===== src/rtl/bcd_serial_addsub_if.sv =====
// Request/response bundle for the digit-serial BCD add/subtract unit.
// The requester drives start/mode/operands; the unit returns status and result.
interface bcd_serial_addsub_if #(
  parameter int NDIGITS = 4
);
  logic                   start;
  logic                   mode;
  logic [4*NDIGITS-1:0]   bcd_a;
  logic [4*NDIGITS-1:0]   bcd_b;
  logic                   busy;
  logic                   done;
  logic [4*NDIGITS+3:0]   bcd_out;
  logic                   neg;
  logic                   err;

  modport master (
    output start, mode, bcd_a, bcd_b,
    input  busy, done, bcd_out, neg, err
  );

  modport slave (
    input  start, mode, bcd_a, bcd_b,
    output busy, done, bcd_out, neg, err
  );
endinterface


===== src/rtl/bcd_serial_addsub.sv =====
// Digit-serial BCD add/subtract, LSD first. Subtraction goes through nine's
// complement; a negative result is turned into its magnitude by a second FIX pass.

// One decimal-correct digit step: sum = x + y + cin, wrapped into 0..9 with carry.
module bcd_digit_step (
  input  logic [3:0] x,
  input  logic [3:0] y,
  input  logic       cin,
  output logic [3:0] sum,
  output logic       cout
);
  logic [4:0] raw;

  always_comb begin
    raw  = {1'b0, x} + {1'b0, y} + {4'b0000, cin};
    cout = (raw > 5'd9);
    sum  = cout ? (raw[3:0] + 4'd6) : raw[3:0];
  end
endmodule

module bcd_serial_addsub #(
  parameter int NDIGITS = 4
) (
  input  logic                 clk,
  input  logic                 reset,
  bcd_serial_addsub_if.slave   bus
);
  localparam int IW = (NDIGITS > 1) ? $clog2(NDIGITS) : 1;
  localparam int W  = 4 * NDIGITS;

  typedef enum logic [1:0] {IDLE, ADD, FIX, DONE} stateT;

  stateT          state, stateNxt;
  logic           modeR, modeNxt;
  logic [W-1:0]   aR, aNxt;
  logic [W-1:0]   bR, bNxt;
  logic [IW-1:0]  idx, idxNxt;
  logic           carry, carryNxt;
  logic [W+3:0]   outR, outNxt;
  logic           negR, negNxt;
  logic           errR, errNxt;

  logic [3:0]     aDig, bDig, dDig;
  logic [3:0]     stepX, stepY, stepSum;
  logic           stepCout;
  logic           badIn;
  logic           lastIdx;

  // Current digit of each operand and of the partial result.
  always_comb begin
    aDig = 4'd0;
    bDig = 4'd0;
    dDig = 4'd0;
    for (int i = 0; i < NDIGITS; i++) begin
      if (idx == IW'(i)) begin
        aDig = aR[4*i +: 4];
        bDig = bR[4*i +: 4];
        dDig = outR[4*i +: 4];
      end
    end
  end

  always_comb begin
    badIn = 1'b0;
    for (int i = 0; i < NDIGITS; i++) begin
      if (bus.bcd_a[4*i +: 4] > 4'd9 || bus.bcd_b[4*i +: 4] > 4'd9)
        badIn = 1'b1;
    end
  end

  // ADD: A + B (or A + nine's complement of B). FIX: nine's complement of the
  // partial result plus the pending carry, i.e. ten's complement serially.
  always_comb begin
    if (state == FIX) begin
      stepX = 4'd9 - dDig;
      stepY = 4'd0;
    end else begin
      stepX = aDig;
      stepY = modeR ? (4'd9 - bDig) : bDig;
    end
  end

  bcd_digit_step uStep (
    .x    (stepX),
    .y    (stepY),
    .cin  (carry),
    .sum  (stepSum),
    .cout (stepCout)
  );

  assign lastIdx = (idx == IW'(NDIGITS - 1));

  always_comb begin
    stateNxt = state;
    modeNxt  = modeR;
    aNxt     = aR;
    bNxt     = bR;
    idxNxt   = idx;
    carryNxt = carry;
    outNxt   = outR;
    negNxt   = negR;
    errNxt   = errR;

    case (state)
      IDLE, DONE: begin
        if (bus.start) begin
          modeNxt  = bus.mode;
          aNxt     = bus.bcd_a;
          bNxt     = bus.bcd_b;
          idxNxt   = '0;
          outNxt   = '0;
          negNxt   = 1'b0;
          errNxt   = 1'b0;
          carryNxt = bus.mode;
          if (badIn) begin
            errNxt   = 1'b1;
            stateNxt = DONE;
          end else begin
            stateNxt = ADD;
          end
        end else if (state == DONE) begin
          stateNxt = IDLE;
        end
      end

      ADD: begin
        for (int i = 0; i < NDIGITS; i++)
          if (idx == IW'(i)) outNxt[4*i +: 4] = stepSum;
        carryNxt = stepCout;
        idxNxt   = idx + IW'(1);
        if (lastIdx) begin
          idxNxt = '0;
          if (!modeR) begin
            outNxt[W +: 4] = {3'b000, stepCout};
            stateNxt       = DONE;
          end else if (stepCout) begin
            stateNxt = DONE;
          end else begin
            // No end-around borrow out: A < B, result is in ten's complement.
            carryNxt = 1'b1;
            stateNxt = FIX;
          end
        end
      end

      FIX: begin
        for (int i = 0; i < NDIGITS; i++)
          if (idx == IW'(i)) outNxt[4*i +: 4] = stepSum;
        carryNxt = stepCout;
        idxNxt   = idx + IW'(1);
        if (lastIdx) begin
          idxNxt   = '0;
          negNxt   = 1'b1;
          stateNxt = DONE;
        end
      end

      default: stateNxt = IDLE;
    endcase
  end

  always_ff @(posedge clk) begin
    if (reset) begin
      state <= IDLE;
      modeR <= 1'b0;
      aR    <= '0;
      bR    <= '0;
      idx   <= '0;
      carry <= 1'b0;
      outR  <= '0;
      negR  <= 1'b0;
      errR  <= 1'b0;
    end else begin
      state <= stateNxt;
      modeR <= modeNxt;
      aR    <= aNxt;
      bR    <= bNxt;
      idx   <= idxNxt;
      carry <= carryNxt;
      outR  <= outNxt;
      negR  <= negNxt;
      errR  <= errNxt;
    end
  end

  assign bus.busy    = (state == ADD) || (state == FIX);
  assign bus.done    = (state == DONE);
  assign bus.bcd_out = outR;
  assign bus.neg     = negR;
  assign bus.err     = errR;
endmodule


===== src/flat_wrapper.sv =====
// flat-port wrapper written by rule: the top's interface ports become plain ports
module bcd_serial_addsub_flat 
#(
  parameter int NDIGITS = 4
)
  (clk, reset, bus_start, bus_mode, bus_bcd_a, bus_bcd_b, bus_busy, bus_done, bus_bcd_out, bus_neg, bus_err);
  bcd_serial_addsub_if #(.NDIGITS(NDIGITS)) bus_i ();
  input  logic clk;
  input  logic reset;
  input wire logic [$bits(bus_i.start)-1:0] bus_start;
  input wire logic [$bits(bus_i.mode)-1:0] bus_mode;
  input wire logic [$bits(bus_i.bcd_a)-1:0] bus_bcd_a;
  input wire logic [$bits(bus_i.bcd_b)-1:0] bus_bcd_b;
  output wire logic [$bits(bus_i.busy)-1:0] bus_busy;
  output wire logic [$bits(bus_i.done)-1:0] bus_done;
  output wire logic [$bits(bus_i.bcd_out)-1:0] bus_bcd_out;
  output wire logic [$bits(bus_i.neg)-1:0] bus_neg;
  output wire logic [$bits(bus_i.err)-1:0] bus_err;
  assign bus_i.start = bus_start;
  assign bus_i.mode = bus_mode;
  assign bus_i.bcd_a = bus_bcd_a;
  assign bus_i.bcd_b = bus_bcd_b;
  assign bus_busy = bus_i.busy;
  assign bus_done = bus_i.done;
  assign bus_bcd_out = bus_i.bcd_out;
  assign bus_neg = bus_i.neg;
  assign bus_err = bus_i.err;
  bcd_serial_addsub #(.NDIGITS(NDIGITS)) u_core (.clk(clk), .reset(reset), .bus(bus_i));
endmodule

===== config.mk =====
export PLATFORM = sky130hd
export DESIGN_NAME = bcd_serial_addsub_flat
export DESIGN_NICKNAME = d
export VERILOG_FILES = /design/src/rtl/bcd_serial_addsub_if.sv /design/src/rtl/bcd_serial_addsub.sv /design/src/flat_wrapper.sv
export SDC_FILE = /design/constraint.sdc
export NUM_CORES = 1
export LEC_CHECK = 0
export CAP_MARGIN = 30
export CELL_PAD_IN_SITES_DETAIL_PLACEMENT = 1
export CELL_PAD_IN_SITES_GLOBAL_PLACEMENT = 2
export CORE_UTILIZATION = 27
export CTS_BUF_LIST = sky130_fd_sc_hd__clkbuf_16
export DETAILED_ROUTE_END_ITERATION = 12
export GPL_TIMING_DRIVEN = 1
export PLACE_DENSITY = 0.77
export SYNTH_ARGS = -nofsm -noshare
export SYNTH_HDL_FRONTEND = slang
export SYNTH_SLANG_ARGS = --single-unit

===== constraint.sdc =====
create_clock -name clk -period 3.2 [get_ports clk]
set_input_delay 0.64 -clock clk [delete_from_list [all_inputs] [get_ports clk]]
set_output_delay 0.64 -clock clk [all_outputs]
set_load 0.05 [all_outputs]

# == After elaboration in Yosys (flattened, before gate mapping) ==
# Index checks and enable logic that the tools add are counted.
# word_totals
ff_bits,60
latch_bits,0
mem_bits_rw,0
mem_bits_ro,0
memories,0
# op_classes
add_sub_neg,6
multipliers,0
div_mod_pow,0
order_cmp,9
eq_ne,15
shift,0
n_mux,48
bitwise_logic,0
reduce_logical,19
# op_table
op,n
two-way mux 4 bit,22
> comparator 4 bit (second input constant),8
one-hot mux 16 bit (2 select lines),1
two-way mux 20 bit,1
two-way mux 2 bit,7
two-way mux 1 bit,12
inequality test 2 x 1 -> 1 bit (second input constant),6
AND reduction 2 bit,5
== test 2 bit (second input constant),4
one-hot mux 4 bit (2 select lines),1
subtractor 4 bit (first input constant),2
one-hot mux 2 bit (3 select lines),1
AND reduction 3 bit,2
adder 4 x 4 -> 5 bit,1
adder 5 x 1 -> 5 bit,1
> comparator 5 x 4 -> 1 bit (second input constant),1
logical OR 1 bit,5
adder 4 x 3 -> 4 bit (second input constant),1
== test 2 x 1 -> 1 bit (second input constant),2
logical NOT 2 bit,2
inequality test 2 bit (second input constant),2
one-hot mux 2 bit (2 select lines),1
AND reduction 4 bit,1
nonzero test 2 bit,2
5 further kinds,6

# == Longest topological paths before layout ==
# depth
depth_word,15
ltp_mapped,21
depth_no_buf,18

# == Modules after synthesis ==
# Synthesis repeated with hierarchy kept, for this count alone.
# hier_totals
cells_unflattened,390
area_unflattened_um2,3064.2
# modules_own_cells
module,n_inst,cells_each,area_per_inst_um2,seq_area_each_um2
bcd_serial_addsub,1,368,2852.7,1141.1
bcd_digit_step,1,22,211.5,0.0

# == Least setup slack after synthesis ==
# Ideal clock, no wire load.
# synth_path
path_kind,reg2reg
startpoint,register u_core.idx[0]
endpoint,"register u_core.outR[10], in the netlist u_core.bus.bcd_out[10]"
setup_ps,133
t_arrival_ps,3390
slack_ps,-323
path_stages_with_launch,22
path_buffers,3
synth_period_minus_slack_ps,3523
cell_sequence,dfxtp_1 > inv_1 > ha_1 > buf_2 > clkbuf_1 > nand3b_1 > a21oi_1 > a21oi_1 > nor2_1 > a21oi_1 > ha_1 > mux2_2 > ha_1 > buf_6 > xor2_2 > inv_2 > ha_1 > inv_1 > nand2_1 > o31ai_1 > a31oi_1 > o211ai_1
# synth_via
elab_chain_len,14
# synth_rtl
element,line,text
start: declaration,bcd_serial_addsub.sv:37,"logic [IW-1:0] idx, idxNxt;"
start signal: assignment,bcd_serial_addsub.sv:178,idx <= idxNxt;
logical NOT 2 bit,bcd_serial_addsub.sv:55,if (idx == IW'(i)) begin
two-way mux 4 bit (4 in series),bcd_serial_addsub.sv:55,
subtractor 4 bit,bcd_serial_addsub.sv:79,stepY = modeR ? (4'd9 - bDig) : bDig;
two-way mux 4 bit,bcd_serial_addsub.sv:79,
two-way mux 4 bit,bcd_serial_addsub.sv:74,if (state == FIX) begin
adder 4 x 4 -> 5 bit,bcd_serial_addsub.sv:15,"raw = {1'b0, x} + {1'b0, y} + {4'b0000, cin};"
adder 5 x 1 -> 5 bit,bcd_serial_addsub.sv:15,
adder 4 x 3 -> 4 bit / > comparator 5 x 4 -> 1 bit (equally long branches),"bcd_serial_addsub.sv:17, bcd_serial_addsub.sv:16",
two-way mux 4 bit,bcd_serial_addsub.sv:17,sum = cout ? (raw[3:0] + 4'd6) : raw[3:0];
two-way mux 4 bit,"bcd_serial_addsub.sv:128, bcd_serial_addsub.sv:148",
one-hot mux 16 bit (2 select lines),bcd_serial_addsub.sv:104,case (state)
end signal: assignment,bcd_serial_addsub.sv:180,outR <= outNxt;
end: declaration,bcd_serial_addsub.sv:39,"logic [W+3:0] outR, outNxt;"
# Parallel ways exist; a longest one is shown, timed or not. The select of a mux whose other input is x is not followed.
# A chain may end at the register's enable or synchronous reset.

# == Worst setup path in the final report ==
# layout_path
startpoint,register u_core.idx[0]
endpoint,"register u_core.outR[9], in the netlist u_core.bus.bcd_out[9]"
# Same word-level chain as after synthesis.

==> summary.txt <==
Synthesis
  – Synthesized area: 0.00325 sq mm
  – Synth cell types: 50
  – Number of flops mapped to enable cells by yosys: 0
  – Top cells by area, synth: dfxtp_1 35%, nand2_1 11%, a21oi_1 11%
  – Synth Instances: 439
  – Number of synthesized register bits: 57
  – Avg Cell Area, Syn: 7.40 sq um
  – Ys flop type: dfxtp_1
  – Yosys top cell area share: 35.1%
  – Post-synthesis sequential area ratio: 35.1%
  – Post-synth ARST share: 0%
  – Yosys warns: 0
  – Yosys top cell by area: dfxtp_1

Floorplanning
  – IO Count: 60
  – Die Wd: 112 microns
  – Core area: 0.0116 sq mm
  – Die area: 0.0125 sq mm
  – Die Span Y: 112 microns
  – Initial core utilization: 28.1%
  – Row count: 39

STA
  – Final WS setup: -0.288 ns
  – Fmax achieved: 0.287 GHz
  – Setup violators final: 14
  – Post-route clock period utilization: 109%
  – Clock Skew: 0.00844 ns
  – Tmin final: 3.49 ns
  – Hold Violations, Final: 0
  – Tightest Pin Transition: 0.618 ns
  – RSZ-0062 raised after global routing: yes
  – Max-slew violation count: 0
  – Hold slack final: 0.460 ns
  – Rel. slew slack: 58.7%

Power
  – Switching power: 2.44 mW
  – Leakage: 1.79 nW
  – P per Cell Area: 1150 mW/mm^2
  – Clock power share: 15.8%
  – Int Power: 3.03 mW
  – Sw Share: 44.6%
  – Seq pwr share: 17.6%
  – Peak supply drop: 0.448 mV
  – Comb pwr share: 66.5%

Clocking
  – Maximum clock insertion buffer count: 2
  – H-tree depth: 3
  – Cell at the root of the clock tree: clkbuf_16
  – Clock sinks: 57
  – Hold-fix buffers at CTS: 0
  – CTS tree: yes
  – CTS clk-pin slew, worst paths: 0.05 ns
  – Total CTS buffers: 9
  – Worst-Skew Late Latency: 0.33 ns

Final layout
  – Area of the multi-input gates: 0.00204 sq mm
  – Final nets: 586
  – Area Overhead vs Synth: 46.8%
  – Fill count: 1,368
  – Fin cells: 683
  – Register Area: 0.00115 sq mm
  – Share of cells above drive strength 1: 21.7%
  – # diodes: 0

Setup path
  – Cell family with most CP delay: compound AO/OA/AOI/OAI gates
  – Element type at the critical path start: register
  – CP max stage delay: 0.37 ns
  – Crit path max-delay cell type: a221oi_1
  – Worst Path Buf+Inv: 3
  – Worst EP arrival: 3.69 ns
  – WP data required: 3.41 ns
  – CP Class: register to register
  – Element type at the critical path end: register
  – Crit path max fanout: 7
  – Crit path cell chain: buf_6 > ha_4 > and3b_1 > a21oi_4 > o21ai_2 > mux2i_1 > ha_1 > nor2_1 > a211oi_2 > ha_4 > buf_4 > a221oi_1 > a211oi_1 > a32oi_1 > buf_4 > o21ai_0

Placed design
  – Post-Place Cells: 660
  – DPL Wire Length: 8.51 mm
  – GP Congestion: 0.821
  – Input/output buffers: 56
  – Worst slack at placement: -0.349 ns

GRT
  – Initial antenna violation count: 0
  – Met3 usage: 4.03%
  – First-pass GRT wire length: 18.8 mm
  – M1 GR Usage: 23.3%
  – Gr ovfl total: 0
  – Gr busiest metal: met2
  – Largest net degree at the start of global routing: 36
  – Number of global-route vias before repair: 3,705
  – GRT Overall Usage: 19.1%
  – Met2 GRT Util: 32.7%

Detailed routing
  – Initial DRT Pass Iterations: 8
  – Routed Antenna Nets: 0
  – DRC: 5
  – DRT iter0 DRCs: 125
  – Vias: 3,464
  – DR vias/cell: 5.07
  – Total wire length: 11.6 mm
  – DR WL/cell: 17.0 microns

Min path
  – Min-Delay Path Class: register to register

Run status
  – Status: complete, but fails checks
  – Failing checks: DRC, setup timing

Run
  – Max cap viols: 0
[layout make-up]
class	count	share of cell area (%)
Inverter	22	1.73
Clock inverter	7	0.997
Sequential cell	57	24.0
Clock buffer	9	4.72
Tap cell	143	3.75
Multi-Input combinational cell	329	42.8
Timing Repair Buffer	116	22.0
[what timing repair did]
item,CTS,global route
buffers inserted,7,1
pin swaps,9,20
setup endpoints to repair,15,15
cloned,0,0
resized for setup,18,21
[sequential cells by signal (all words and copies together) (netlist names)]
signal / count
u_core.bus.bcd_out: 17
u_core.aR: 16
u_core.bR: 16
u_core.idx: 2
u_core.state: 2
u_core.bus.err: 1
u_core.bus.neg: 1
u_core.carry: 1
u_core.modeR: 1
[metal layers]
metal / share of wire, % / up-vias
met2: 49 / 74
met3: 3.4 / 19
met5: 0 / -
met4: 2.2 / 0
met1: 45 / 1663
li1: - / 1708
[path summary, 6_finish.rpt]
path	startpoint	endpoint	slack [ns]	cells after the start
max	u_core.idx[0]	u_core.bus.bcd_out[9]	-0.29	16
min reg2reg	u_core.aR[11]	u_core.aR[11]	0.46	2
max reg2reg	u_core.idx[0]	u_core.bus.bcd_out[9]	-0.29	16
min	u_core.aR[11]	u_core.aR[11]	0.46	2
[logic make-up (layout without fill, tap and decap cells)]
family                     after synthesis  count (layout)  synth area share, %
AOI/OAI and AO/OA                      143             143                 25.7
adders and majority gates               15              15                 6.24
buffers and inverters                   55             154                 7.51
DFF                                     57              57                 35.1
xor gates and xnor gates                 4               4                 1.31
other                                    1               3                0.115
muxes                                    9               9                 2.81
and+or+nand+nor                        155             155                 21.2
[synthesized netlist by cell type (2+ instances only)]
| master | instances |
|---|---|
| xnor2_1 | 2 |
| a21oi_1 | 69 |
| o21ai_0 | 34 |
| dfxtp_1 | 57 |
| buf_4 | 5 |
| buf_1 | 4 |
| buf_2 | 9 |
| inv_1 | 20 |
| o2111ai_1 | 4 |
| mux2i_1 | 8 |
| o31ai_1 | 4 |
| o21a_1 | 2 |
| fa_1 | 2 |
| nand3_1 | 13 |
| nor2_1 | 18 |
| a32oi_1 | 2 |
| nand2b_1 | 3 |
| nor3_1 | 6 |
| nand4_1 | 2 |
| ha_1 | 13 |
| clkbuf_1 | 14 |
| o211ai_1 | 6 |
| nand3b_1 | 7 |
| a211oi_1 | 2 |
| nand2_1 | 96 |
| a22oi_1 | 10 |
| a221oi_1 | 3 |
| inv_2 | 2 |
[layout by cell type (no fill, tap or decap), types with 3 or more instances in the layout]
| cell type | count |
|---|---|
| clkbuf_16 | 9 |
| o31ai_2 | 3 |
| o21ai_1 | 3 |
| o2111ai_1 | 4 |
| conb_1 | 3 |
| nand2_1 | 94 |
| o21ai_0 | 29 |
| inv_2 | 6 |
| mux2i_1 | 8 |
| dfxtp_1 | 55 |
| buf_6 | 5 |
| inv_1 | 16 |
| ha_2 | 3 |
| clkdlybuf4s50_1 | 54 |
| nor3_1 | 6 |
| buf_4 | 54 |
| a22oi_1 | 10 |
| a21oi_1 | 62 |
| a21oi_2 | 6 |
| o211ai_1 | 6 |
| clkinvlp_4 | 3 |
| nand3b_1 | 7 |
| a221oi_1 | 3 |
| ha_1 | 6 |
| nor2_1 | 18 |
| nand3_1 | 13 |
| ha_4 | 4 |
[worst register-to-register path: stages, from the launching register on]
cell      delay [ns]
dfxtp_4         0.35
buf_6           0.12
ha_4            0.19
and3b_1         0.27
a21oi_4         0.04
o21ai_2         0.15
mux2i_1         0.12
ha_1            0.29
nor2_1          0.05
a211oi_2        0.29
ha_4            0.30
buf_4           0.15
a221oi_1        0.37
a211oi_1        0.13
a32oi_1         0.27
buf_4           0.19
o21ai_0         0.09
[per-stage QoR]
step	TNS, ns	cell area [sq um]	utilization, %	total power [mW]
2_1_floorplan	-0.320	3360	-	2.90
3_3_place_gp	-2.81	4310	37.3	4.12
3_5_place_dp	-4.18	4310	37.3	4.21
4_1_cts	-1.80	4690	40.6	5.32
5_1_grt	-4.93	4770	41.2	5.87
6_report	-2.48	4770	41.2	5.46
[power groups by stage]
stage | clock network [mW] | registers [mW] | logic (mW)
floorplan | 0 | 1.04 | 1.87
global placement | 0 | 0.971 | 3.15
detailed placement | 0 | 0.974 | 3.24
CTS | 0.889 | 0.963 | 3.47
global route | 0.919 | 0.981 | 3.97
finish | 0.864 | 0.964 | 3.63
No activity file was read; power rests on OpenSTA's default activity.
